<file path="config.mk">
export PLATFORM = sky130hd
export DESIGN_NAME = mips_mc_controller_flat
export DESIGN_NICKNAME = d
export VERILOG_FILES = /design/src/rtl/mips_mc_controller_pkg.sv /design/src/rtl/mips_mc_controller_if.sv /design/src/rtl/mips_mc_controller_aludec.sv /design/src/rtl/mips_mc_controller.sv /design/src/flat_wrapper.sv
export SDC_FILE = /design/constraint.sdc
export NUM_CORES = 1
export LEC_CHECK = 0
export ABC_AREA = 1
export CORE_UTILIZATION = 45
export DETAILED_ROUTE_END_ITERATION = 6
export PLACE_DENSITY = 0.77
export SLEW_MARGIN = 20
export SYNTH_ARGS = -nofsm -noshare
export SYNTH_HDL_FRONTEND = slang
export SYNTH_SLANG_ARGS = --single-unit
</file>
<file path="constraint.sdc">
create_clock -name clk -period 1.6 [get_ports clk]
set_clock_uncertainty 0.1 [all_clocks]
set_input_delay 0.32 -clock clk [delete_from_list [all_inputs] [get_ports clk]]
set_output_delay 0.32 -clock clk [all_outputs]
set_load 0.02 [all_outputs]
</file>
<file path="src/rtl/mips_mc_controller_pkg.sv">
// Shared control definitions for the multicycle MIPS core: FSM states,
// opcode/funct encodings and the ALU operation codes the ALU decodes.
package mips_ctrl_pkg;

  typedef enum logic [3:0] {
    S_FETCH,
    S_DECODE,
    S_MEMADR,
    S_MEMRD,
    S_MEMWB,
    S_MEMWR,
    S_EXECUTE,
    S_ALUWB,
    S_IEXEC,
    S_IWB,
    S_BRANCH,
    S_JUMP
  } statetype_t;

  // Selects which rule the ALU decoder applies in the current state.
  typedef enum logic [1:0] {
    CLS_ADD,
    CLS_REXEC,
    CLS_IEXEC,
    CLS_BRANCH
  } aluclass_t;

  localparam logic [5:0] OP_R    = 6'b000000;
  localparam logic [5:0] OP_LW   = 6'b100011;
  localparam logic [5:0] OP_SW   = 6'b101011;
  localparam logic [5:0] OP_BEQ  = 6'b000100;
  localparam logic [5:0] OP_BNE  = 6'b000101;
  localparam logic [5:0] OP_ADDI = 6'b001000;
  localparam logic [5:0] OP_SLTI = 6'b001010;
  localparam logic [5:0] OP_ANDI = 6'b001100;
  localparam logic [5:0] OP_ORI  = 6'b001101;
  localparam logic [5:0] OP_XORI = 6'b001110;
  localparam logic [5:0] OP_LUI  = 6'b001111;
  localparam logic [5:0] OP_J    = 6'b000010;

  localparam logic [5:0] F_ADD = 6'b100000;
  localparam logic [5:0] F_SUB = 6'b100010;
  localparam logic [5:0] F_AND = 6'b100100;
  localparam logic [5:0] F_OR  = 6'b100101;
  localparam logic [5:0] F_XOR = 6'b100110;
  localparam logic [5:0] F_SLT = 6'b101010;
  localparam logic [5:0] F_SLL = 6'b000000;
  localparam logic [5:0] F_SRL = 6'b000010;
  localparam logic [5:0] F_SRA = 6'b000011;

  localparam logic [4:0] ALU_ADD = 5'b00010;
  localparam logic [4:0] ALU_SUB = 5'b00110;
  localparam logic [4:0] ALU_AND = 5'b00000;
  localparam logic [4:0] ALU_OR  = 5'b00001;
  localparam logic [4:0] ALU_XOR = 5'b00101;
  localparam logic [4:0] ALU_SLT = 5'b00111;
  localparam logic [4:0] ALU_SLL = 5'b01110;
  localparam logic [4:0] ALU_SRL = 5'b01000;
  localparam logic [4:0] ALU_SRA = 5'b11001;
  localparam logic [4:0] ALU_LUI = 5'b00011;

endpackage

</file>
<file path="src/rtl/mips_mc_controller_if.sv">
// Control/status bundle between the multicycle controller (master) and
// the datapath/IR/ALU side (slave).
interface mips_ctrl_if #(
  parameter int unsigned CNT_W = 32
);
  logic [5:0]       op;
  logic [5:0]       funct;
  logic             zero;
  logic [4:0]       alucontrol;
  logic             alusrca;
  logic [1:0]       alusrcb;
  logic             extop;
  logic             iord;
  logic             irwrite;
  logic             memwrite;
  logic             regwrite;
  logic             regdst;
  logic             memtoreg;
  logic [1:0]       pcsrc;
  logic             pcen;
  logic             illegal_op;
  logic [CNT_W-1:0] instret;

  modport master (
    input  op, funct, zero,
    output alucontrol, alusrca, alusrcb, extop, iord, irwrite, memwrite,
           regwrite, regdst, memtoreg, pcsrc, pcen, illegal_op, instret
  );

  modport slave (
    output op, funct, zero,
    input  alucontrol, alusrca, alusrcb, extop, iord, irwrite, memwrite,
           regwrite, regdst, memtoreg, pcsrc, pcen, illegal_op, instret
  );
endinterface

</file>
<file path="src/rtl/mips_mc_controller_aludec.sv">
// ALU operation decoder: maps the state class plus op/funct onto the
// 5-bit alucontrol code and the immediate extension mode.
module mc_aludec
  import mips_ctrl_pkg::*;
(
  input  aluclass_t  cls,
  input  logic [5:0] op,
  input  logic [5:0] funct,
  output logic [4:0] alucontrol,
  output logic       extop,
  output logic       bad_funct
);

  logic [4:0] ralu;

  always_comb begin
    ralu      = ALU_ADD;
    bad_funct = 1'b0;
    case (funct)
      F_ADD:   ralu = ALU_ADD;
      F_SUB:   ralu = ALU_SUB;
      F_AND:   ralu = ALU_AND;
      F_OR:    ralu = ALU_OR;
      F_XOR:   ralu = ALU_XOR;
      F_SLT:   ralu = ALU_SLT;
      F_SLL:   ralu = ALU_SLL;
      F_SRL:   ralu = ALU_SRL;
      F_SRA:   ralu = ALU_SRA;
      default: bad_funct = 1'b1;
    endcase
  end

  always_comb begin
    alucontrol = ALU_ADD;
    extop      = 1'b1;
    case (cls)
      CLS_REXEC:  alucontrol = ralu;
      CLS_BRANCH: alucontrol = ALU_SUB;
      CLS_IEXEC: begin
        case (op)
          OP_SLTI: alucontrol = ALU_SLT;
          OP_ANDI: begin alucontrol = ALU_AND; extop = 1'b0; end
          OP_ORI:  begin alucontrol = ALU_OR;  extop = 1'b0; end
          OP_XORI: begin alucontrol = ALU_XOR; extop = 1'b0; end
          OP_LUI:  alucontrol = ALU_LUI;
          default: alucontrol = ALU_ADD;
        endcase
      end
      default: alucontrol = ALU_ADD;
    endcase
  end

endmodule

</file>
<file path="src/rtl/mips_mc_controller.sv">
// Multicycle MIPS control unit: Moore FSM sequencing each instruction and
// driving datapath enables/selects, plus a retired-instruction counter.
module mips_mc_controller
  import mips_ctrl_pkg::*;
#(
  parameter int unsigned CNT_W = 32
) (
  input  logic        clk,
  input  logic        reset,
  mips_ctrl_if.master bus
);

  statetype_t       state, nextstate;
  aluclass_t        cls;
  logic             bad_funct;
  logic             pcwrite, irwrite_s, regwrite_s, memwrite_s, illegal_s;
  logic             alusrca_s, iord_s, regdst_s, memtoreg_s;
  logic [1:0]       alusrcb_s, pcsrc_s;
  logic             branch_taken, retire;
  logic [CNT_W-1:0] instret_q;

  mc_aludec u_aludec (
    .cls        (cls),
    .op         (bus.op),
    .funct      (bus.funct),
    .alucontrol (bus.alucontrol),
    .extop      (bus.extop),
    .bad_funct  (bad_funct)
  );

  always_ff @(posedge clk or negedge reset) begin
    if (!reset) state <= S_FETCH;
    else        state <= nextstate;
  end

  always_comb begin
    nextstate = S_FETCH;
    case (state)
      S_FETCH: nextstate = S_DECODE;
      S_DECODE: begin
        case (bus.op)
          OP_LW, OP_SW:   nextstate = S_MEMADR;
          OP_R:           nextstate = bad_funct ? S_FETCH : S_EXECUTE;
          OP_BEQ, OP_BNE: nextstate = S_BRANCH;
          OP_ADDI, OP_SLTI, OP_ANDI, OP_ORI, OP_XORI, OP_LUI:
                          nextstate = S_IEXEC;
          OP_J:           nextstate = S_JUMP;
          default:        nextstate = S_FETCH;
        endcase
      end
      S_MEMADR:  nextstate = (bus.op == OP_LW) ? S_MEMRD : S_MEMWR;
      S_MEMRD:   nextstate = S_MEMWB;
      S_EXECUTE: nextstate = S_ALUWB;
      S_IEXEC:   nextstate = S_IWB;
      default:   nextstate = S_FETCH;
    endcase
  end

  always_comb begin
    cls        = CLS_ADD;
    pcwrite    = 1'b0;
    irwrite_s  = 1'b0;
    regwrite_s = 1'b0;
    memwrite_s = 1'b0;
    illegal_s  = 1'b0;
    alusrca_s  = 1'b0;
    alusrcb_s  = 2'b00;
    iord_s     = 1'b0;
    regdst_s   = 1'b0;
    memtoreg_s = 1'b0;
    pcsrc_s    = 2'b00;
    case (state)
      S_FETCH: begin
        alusrcb_s = 2'b01;
        irwrite_s = 1'b1;
        pcwrite   = 1'b1;
      end
      // DECODE only falls back to FETCH when op/funct is undecodable
      S_DECODE: begin
        alusrcb_s = 2'b11;
        illegal_s = (nextstate == S_FETCH);
      end
      S_MEMADR: begin
        alusrca_s = 1'b1;
        alusrcb_s = 2'b10;
      end
      S_MEMRD: iord_s = 1'b1;
      S_MEMWB: begin
        memtoreg_s = 1'b1;
        regwrite_s = 1'b1;
      end
      S_MEMWR: begin
        iord_s     = 1'b1;
        memwrite_s = 1'b1;
      end
      S_EXECUTE: begin
        alusrca_s = 1'b1;
        cls       = CLS_REXEC;
      end
      S_ALUWB: begin
        regdst_s   = 1'b1;
        regwrite_s = 1'b1;
      end
      S_IEXEC: begin
        alusrca_s = 1'b1;
        alusrcb_s = 2'b10;
        cls       = CLS_IEXEC;
      end
      S_IWB: regwrite_s = 1'b1;
      S_BRANCH: begin
        alusrca_s = 1'b1;
        cls       = CLS_BRANCH;
        pcsrc_s   = 2'b01;
      end
      S_JUMP: begin
        pcsrc_s = 2'b10;
        pcwrite = 1'b1;
      end
      default: ;
    endcase
  end

  assign branch_taken = (state == S_BRANCH) &&
                        (((bus.op == OP_BEQ) &&  bus.zero) ||
                         ((bus.op == OP_BNE) && !bus.zero));

  // Architectural write strobes are held off for as long as reset is low
  assign bus.pcen       = reset & (pcwrite | branch_taken);
  assign bus.irwrite    = reset & irwrite_s;
  assign bus.regwrite   = reset & regwrite_s;
  assign bus.memwrite   = reset & memwrite_s;
  assign bus.illegal_op = reset & illegal_s;
  assign bus.alusrca    = alusrca_s;
  assign bus.alusrcb    = alusrcb_s;
  assign bus.iord       = iord_s;
  assign bus.regdst     = regdst_s;
  assign bus.memtoreg   = memtoreg_s;
  assign bus.pcsrc      = pcsrc_s;

  always_comb begin
    retire = 1'b0;
    case (state)
      S_MEMWB, S_MEMWR, S_ALUWB, S_IWB, S_BRANCH, S_JUMP: retire = 1'b1;
      default: retire = 1'b0;
    endcase
  end

  always_ff @(posedge clk or negedge reset) begin
    if (!reset)      instret_q <= '0;
    else if (retire) instret_q <= instret_q + {{(CNT_W-1){1'b0}}, 1'b1};
  end

  assign bus.instret = instret_q;

endmodule

</file>
<file path="src/flat_wrapper.sv">
// flat-port wrapper written by rule: the top's interface ports become plain ports
module mips_mc_controller_flat import mips_ctrl_pkg::*;
#(
  parameter int unsigned CNT_W = 32
)
  (clk, reset, bus_op, bus_funct, bus_zero, bus_alucontrol, bus_alusrca, bus_alusrcb, bus_extop, bus_iord, bus_irwrite, bus_memwrite, bus_regwrite, bus_regdst, bus_memtoreg, bus_pcsrc, bus_pcen, bus_illegal_op, bus_instret);
  mips_ctrl_if #(.CNT_W(CNT_W)) bus_i ();
  input  logic clk;
  input  logic reset;
  input wire logic [$bits(bus_i.op)-1:0] bus_op;
  input wire logic [$bits(bus_i.funct)-1:0] bus_funct;
  input wire logic [$bits(bus_i.zero)-1:0] bus_zero;
  output wire logic [$bits(bus_i.alucontrol)-1:0] bus_alucontrol;
  output wire logic [$bits(bus_i.alusrca)-1:0] bus_alusrca;
  output wire logic [$bits(bus_i.alusrcb)-1:0] bus_alusrcb;
  output wire logic [$bits(bus_i.extop)-1:0] bus_extop;
  output wire logic [$bits(bus_i.iord)-1:0] bus_iord;
  output wire logic [$bits(bus_i.irwrite)-1:0] bus_irwrite;
  output wire logic [$bits(bus_i.memwrite)-1:0] bus_memwrite;
  output wire logic [$bits(bus_i.regwrite)-1:0] bus_regwrite;
  output wire logic [$bits(bus_i.regdst)-1:0] bus_regdst;
  output wire logic [$bits(bus_i.memtoreg)-1:0] bus_memtoreg;
  output wire logic [$bits(bus_i.pcsrc)-1:0] bus_pcsrc;
  output wire logic [$bits(bus_i.pcen)-1:0] bus_pcen;
  output wire logic [$bits(bus_i.illegal_op)-1:0] bus_illegal_op;
  output wire logic [$bits(bus_i.instret)-1:0] bus_instret;
  assign bus_i.op = bus_op;
  assign bus_i.funct = bus_funct;
  assign bus_i.zero = bus_zero;
  assign bus_alucontrol = bus_i.alucontrol;
  assign bus_alusrca = bus_i.alusrca;
  assign bus_alusrcb = bus_i.alusrcb;
  assign bus_extop = bus_i.extop;
  assign bus_iord = bus_i.iord;
  assign bus_irwrite = bus_i.irwrite;
  assign bus_memwrite = bus_i.memwrite;
  assign bus_regwrite = bus_i.regwrite;
  assign bus_regdst = bus_i.regdst;
  assign bus_memtoreg = bus_i.memtoreg;
  assign bus_pcsrc = bus_i.pcsrc;
  assign bus_pcen = bus_i.pcen;
  assign bus_illegal_op = bus_i.illegal_op;
  assign bus_instret = bus_i.instret;
  mips_mc_controller #(.CNT_W(CNT_W)) u_core (.clk(clk), .reset(reset), .bus(bus_i));
endmodule
</file>
==> flow_summary.yaml <==
clock_tree:
  h-tree-depth: 2
  ctsHoldBuffers: 0
  cts_buffers: 5
  path_clk_slew_ps: 70
  tritoncts: "built"
  clock_path_buffers: 2
  cts_root_buffer: "clkbuf_8"
  clk_latency_ps: 300
  cts.sinks: 36
finish:
  n_antenna_cell: 0
  final_nets: 584
  stdcell_count: 641
  drive_above_1_share: 0.3656
  layout_commonest_cell: "nand2_1"
  nFillCells: 347
  final_cell_mix: "nand2_1 (125), buf_4 (74), nor2_1 (46)"
  area_growth_pct: 73.74
timing:
  final.setup.tns_ps: -11490
  hold_ws_ps: 20.03
  rsz0062_at_grt: "yes"
  finalMaxSlewViolations: 0
  fin_ws_ps: -618.0
  final.min_clock_period_ps: 2218
  hold_viol: 0
  fin_crit_sh: 1.386
  setup_viol_count_final: 48
  worst_slew_margin_rel: 0.6892
  fmax_mhz: 450.8
  worstMarginPinSlew_ps: 466.3
critical_path:
  cp_max_fo: 4
  slowest_delay_ps: 470
  cp.arrival_ps: 1800
  critPathBufInv: 2
  cp_slowest_cell: "dfrtp_2"
  critPathLaunchType: "register"
  critPathKind: "register to output pin"
  crit_family: "simple AND/OR/NAND/NOR gates"
  end_kind: "output pin"
  reg2reg_from: "u_core.state[2]"
  crit_chain: "nor2_2, nand2_2, inv_2, nand4_1, nor2_1, nand2_1, nor2_2, buf_6"
  crit_path_start: "u_core.state[1]"
  worstPathRequired_ps: 1180
  critPathMostFrequentCell: "nor2_2"
place:
  place_congestion: 0.8982
  placedCellCount: 621
  dpl.hpwl_um: 6112
  port_buffers: 65
detailed_routing:
  drt_wl_total_um: 9701
  num_vias: 3413
  drtPass1Iterations: 5
  dr.first_iter.drc_count: 319
  ant_nets: 0
  post_drt_via_cell_ratio: 5.324
  wl_per_cell_um: 15.13
  drcViolationCount: 0
synth:
  syn_area_um2: 2611
  synth-seq-cells: 36
  synth_cell_types: 28
  ys_seq_area_frac: 0.3450
  synth_top_area_frac: 0.3450
  ys_warn_count: 0
  syn_nets: 428
  syn_area_per_cell_um2: 6.338
  synth_area_leader_cell: "dfrtp_1"
  synthTopCellsByArea: "dfrtp_1 (34%), nand2_1 (20%), nor2_1 (10%)"
  synthesis.instances: 412
die:
  die_area_um2: 6111
  fp.dieW_um: 78.18
  num_io_pins: 66
  die_h_um: 78.18
  rows: 27
  start_util: 0.4713
  core_um2: 5540
global_routing:
  grt_max_degree: 37
  overflow: 0
  grt_pass1_wl_um: 13500
  grt_pass1_vias: 3052
  grtUsageTotal: 0.2813
  antenna_found_initial: 0
worst_hold_path:
  min_path_type: "input port to asynchronous set/reset pin"
run_status:
  violations: "negative setup slack"
  outcome: "complete, but fails checks"
power_and_ir_drop:
  p_per_area_nw_per_um2: 866.8
  vdd_drop_max_uv: 646.5
  p_leak_uw: 0.002283
flow_run:
  cap_viol_max_count: 0
[timing repair]
| item | CTS | global route |
|---|---|---|
| gates cloned | 0 | 1 |
| setup buffers | 3 | 11 |
| pin swaps | 15 | 20 |
| gates resized for setup | 191 | 79 |
| setup endpoints to repair | 67 | 56 |
[routing by layer]
metal | up-vias | wire, um | track usage
li1 | 1613 | - | -
met1 | 1606 | 3831 | 0.3599
met2 | 153 | 4824 | 0.4807
met3 | 41 | 674 | 0.04535
met4 | 0 | 370 | 0.09444
met5 | - | 0 | 0
[final timing paths]
kind,endpoint,slack [ps],depth (start not counted)
worst min register to register,u_core.bus.instret[29],420,2
worst max-delay path,bus_illegal_op,-620,8
min in group clk,u_core.bus.instret[29],420,2
worst max register to register,u_core.bus.instret[10],-230,10
max in group asynchronous,u_core.state[0],1020,2
worst min-delay path,u_core.bus.instret[4],20,2
[registers in the layout (all words and copies together) (netlist names)]
signal	count
u_core.bus.instret	32
u_core.state	4
[where the power goes]
group	internal [uW]	total (uW)	switching (uW)
combinational	985	2140	1150
clock	344	690	346
sequential	994	1110	113
total	2320	3930	1610
[cell type report]
class                           instances  area (um^2)  share of cell area
Sequential cell                        36        909.6              0.2005
Timing Repair Buffer                  153         1363              0.3003
Multi-Input combinational cell        320         1877              0.4137
Clock inverter                          2        10.01            0.002206
Tap cell                               72        90.09             0.01986
Clock buffer                            6        82.58             0.01820
Inverter                               52        205.2             0.04523
[worst reg2reg max path, cell delays in order, from the launching register on]
cell and delay [ps]:
dfrtp_2 430, inv_2 90, nor2_4 180, buf_6 150
nand2_1 90, nand2_4 170, nand2_4 100, nor2_4 120
nand2_2 80, nor2_2 90, xor2_1 160
[kinds of logic (layout without fill, tap and decap cells)]
family          Yosys count  in the layout  share of synthesized area
simple gates            269            269                     0.4351
buf+inv                  56            213                    0.08242
flops                    36             36                     0.3450
compound gates           28             28                    0.05894
xor+xnor                 22             22                    0.07379
fa+ha+maj                 1              1                   0.004791
[per-stage QoR]
stage                     power [uW]  cell area [um^2]  setup slack, ps    util
after floorplan                 1768              2701           -78.59       -
after global placement          2612              4000            -1076  0.7220
after detailed placement        2649              4000            -1158  0.7220
after CTS                       3403              4170           -448.4  0.7527
after global routing            4082              4537           -684.5  0.8189
final                           3932              4537           -618.0  0.8189
[synth_stat cells]
cell type / count
inv_2: 2
a21oi_1: 4
nor3_1: 11
o221ai_1: 1
o21ai_0: 18
nor3b_1: 1
xor2_1: 15
a211oi_1: 1
nand3_1: 26
xnor2_1: 7
buf_4: 1
nor2_4: 1
o21ai_1: 1
nand2_4: 2
o211ai_1: 2
nand3b_1: 4
nand2_2: 1
nor2_1: 73
nand2_1: 138
clkbuf_1: 2
a22oi_1: 1
buf_2: 1
nand4_1: 7
ha_1: 1
nor2_2: 4
dfrtp_1: 36
nand4_2: 1
inv_1: 50
No activity file was read; power rests on OpenSTA's default activity.
==> RTL edit (same flow settings) <==
Encoding of `statetype_t`: now Gray code (4 bits for 12 states).
--- a/src/rtl/mips_mc_controller_pkg.sv
+++ b/src/rtl/mips_mc_controller_pkg.sv
@@ -4,16 +4,16 @@
 
   typedef enum logic [3:0] {
-    S_FETCH,
-    S_DECODE,
-    S_MEMADR,
-    S_MEMRD,
-    S_MEMWB,
-    S_MEMWR,
-    S_EXECUTE,
-    S_ALUWB,
-    S_IEXEC,
-    S_IWB,
-    S_BRANCH,
-    S_JUMP
+    S_FETCH   = 4'b0000,
+    S_DECODE  = 4'b0001,
+    S_MEMADR  = 4'b0011,
+    S_MEMRD   = 4'b0010,
+    S_MEMWB   = 4'b0110,
+    S_MEMWR   = 4'b0111,
+    S_EXECUTE = 4'b0101,
+    S_ALUWB   = 4'b0100,
+    S_IEXEC   = 4'b1100,
+    S_IWB     = 4'b1101,
+    S_BRANCH  = 4'b1111,
+    S_JUMP    = 4'b1110
   } statetype_t;
 
Check against the original RTL: no difference found for any inputs over 10 cycles, from zero or initial values and one cycle with reset low; not proved beyond that.
==> RTL edit against the original RTL <==
Setup slack got worse by 36 ps; highest routed layer unchanged; via count increased by 13%; clock power increased by 6.5%; global-route usage increased by 5.2 points; sequential share of layout area decreased by 1.8 points; power increased by 29%; routed wire length increased by 39%; count of clock-buffer cells in the layout increased by 1; synthesized area increased by 1.4%; sequential cell count unchanged; design area increased by 10%; the flow still finishes with violations (setup timing).
==> RTL edit: results (changes against the original RTL) <==
Yosys
  • Synth Flop Type: dfrtp_1
  • Commonest cells in the netlist: nand2_1 (130), nor2_1 (63), inv_1 (44)
  • Yosys warns: 0 (unchanged)
  • Fraction of registers with async set/reset: 100% (unchanged)
  • Syn nets: 413 (-3.5%)
  • Unique masters post-synth: 33 (+18%)
  • Cells after Synth: 397 (-3.6%)
  • Most area-consuming cells after synthesis: dfrtp_1 (34%), nand2_1 (18%), nor2_1 (8.9%)
  • Seq/Total Area, Yosys: 34.0% (-0.47 points)

Place
  • DP HPWL: 6440 um (+5.4%)
  • Pre-CTS setup slack: -1170 ps (-16.0 ps)
  • DP Area: 3980 um^2 (-0.53%)
  • Final GP Congestion: 1.00 (+11%)
  • # placed instances: 603 (-2.9%)
  • I/O Buffers: 65 (unchanged)

Detailed routing
  • Met1 WL: 4670 um (+22%)
  • DR WL met2: 6450 um (+34%)
  • DRC Markers: 0 (unchanged)
  • Drt initial violations: 531 (+66%)
  • Vias/cell: 6.04 (+13%)
  • Initial DRT Pass Iterations: 5 (unchanged)
  • Met3 WL post-DR: 1240 um (+84%)
  • Via count: 3854 (+13%)
  • Routed WL: 13500 um (+39%)

Final layout
  • Area grow syn2layout: 88.6%
  • Layout cells sized above 1: 49.5% (+13 points)
  • Fill cell count: 249 (-28%)
  • NumNets Final: 581 (-0.51%)

STA
  • Worst Tran Pin Value: 487 ps (+21.2 ps)
  • Setup violations, final: 53 (+10%)
  • Setup TNS: -14510 ps (-3020 ps)
  • Final setup margin: -654 ps (-36.2 ps)

Global route
  • Total track usage: 33.4% (+5.2 points)
  • Vias in the first global route: 3439 (+13%)
  • Pin count of the biggest net entering global routing: 37 (unchanged)
  • Global-route wire length before repair: 16000 um (+19%)

CTS
  • Num CTS Buffers: 5 (unchanged)
  • Postcts setup bufs: 20 (+17)
  • Clk_lat worst skew: 300 ps (about the same)
  • Hold-fix buffers at CTS: 1 (+1)
  • CTS resizes: 246 (+29%)

Status
  • Status: complete, but fails checks
  • Failing checks: setup timing

Worst hold path
  • Hold Crit Class: register to register

Pwr
  • VDD IR max: 1.10 mV (+71%)
  • P_leak: 2.53 nW (+11%)

Worst setup path
  • Max FO, Critical Path: 3 (-1)
  • CP arrival: 1830 ps (+30 ps)
-- RTL edit: where the power goes --
part | internal (mW) | switching (mW)
combinational | 1.50 | 1.72
clock | 0.351 | 0.384
sequential | 1.01 | 0.130
total | 2.86 | 2.23
-- RTL edit: worst max-delay path: stages --
cell and delay [ps]:
clkdlybuf4s15_1 250, inv_1 170, nor2_4 70, nand3_2 100, nand2_1 80, nor2_1 160
nand2_1 140, nand2_1 100, nand2_1 60, nand2_1 70, nand2_2 70, nor2_4 110
buf_6 120
-- RTL edit: final timing paths --
kind                                                     from                                  to  slack, ps  depth (start not counted)
max                                              bus_funct[2]                      bus_illegal_op       -650                         13
min                        u_core.bus.instret[15]$_DFFE_PN0P_  u_core.bus.instret[15]$_DFFE_PN0P_        420                          1
max reg2reg                 u_core.bus.instret[7]$_DFFE_PN0P_  u_core.bus.instret[27]$_DFFE_PN0P_       -490                          9
min reg2reg                u_core.bus.instret[15]$_DFFE_PN0P_  u_core.bus.instret[15]$_DFFE_PN0P_        420                          1
max in group asynchronous                               reset   u_core.bus.instret[1]$_DFFE_PN0P_        490                          3
min in group asynchronous                               reset   u_core.bus.instret[3]$_DFFE_PN0P_        520                          3
-- RTL edit: layer usage --
layer	track usage (%)	vias up
li1	-	1588
met1	40.2	1829
met2	58.5	319
met3	5.86	118
met4	13.5	0
met5	0	-
-- RTL edit: final cells by class --
class | instances | share of cell area, %
clock buffer | 7 | 1.73
clock inverter | 1 | 0.150
inverter | 50 | 4.14
multi-input combinational | 308 | 43.8
sequential | 36 | 18.2
tap | 72 | 1.80
timing repair buffer | 164 | 30.2
-- RTL edit: kinds of logic after synthesis --
group,share of synthesized area (%)
compound gates,4.63
xor+xnor,8.93
fa+ha+maj,0.473
buf+inv,7.75
flops,34.0
simple gates,44.2
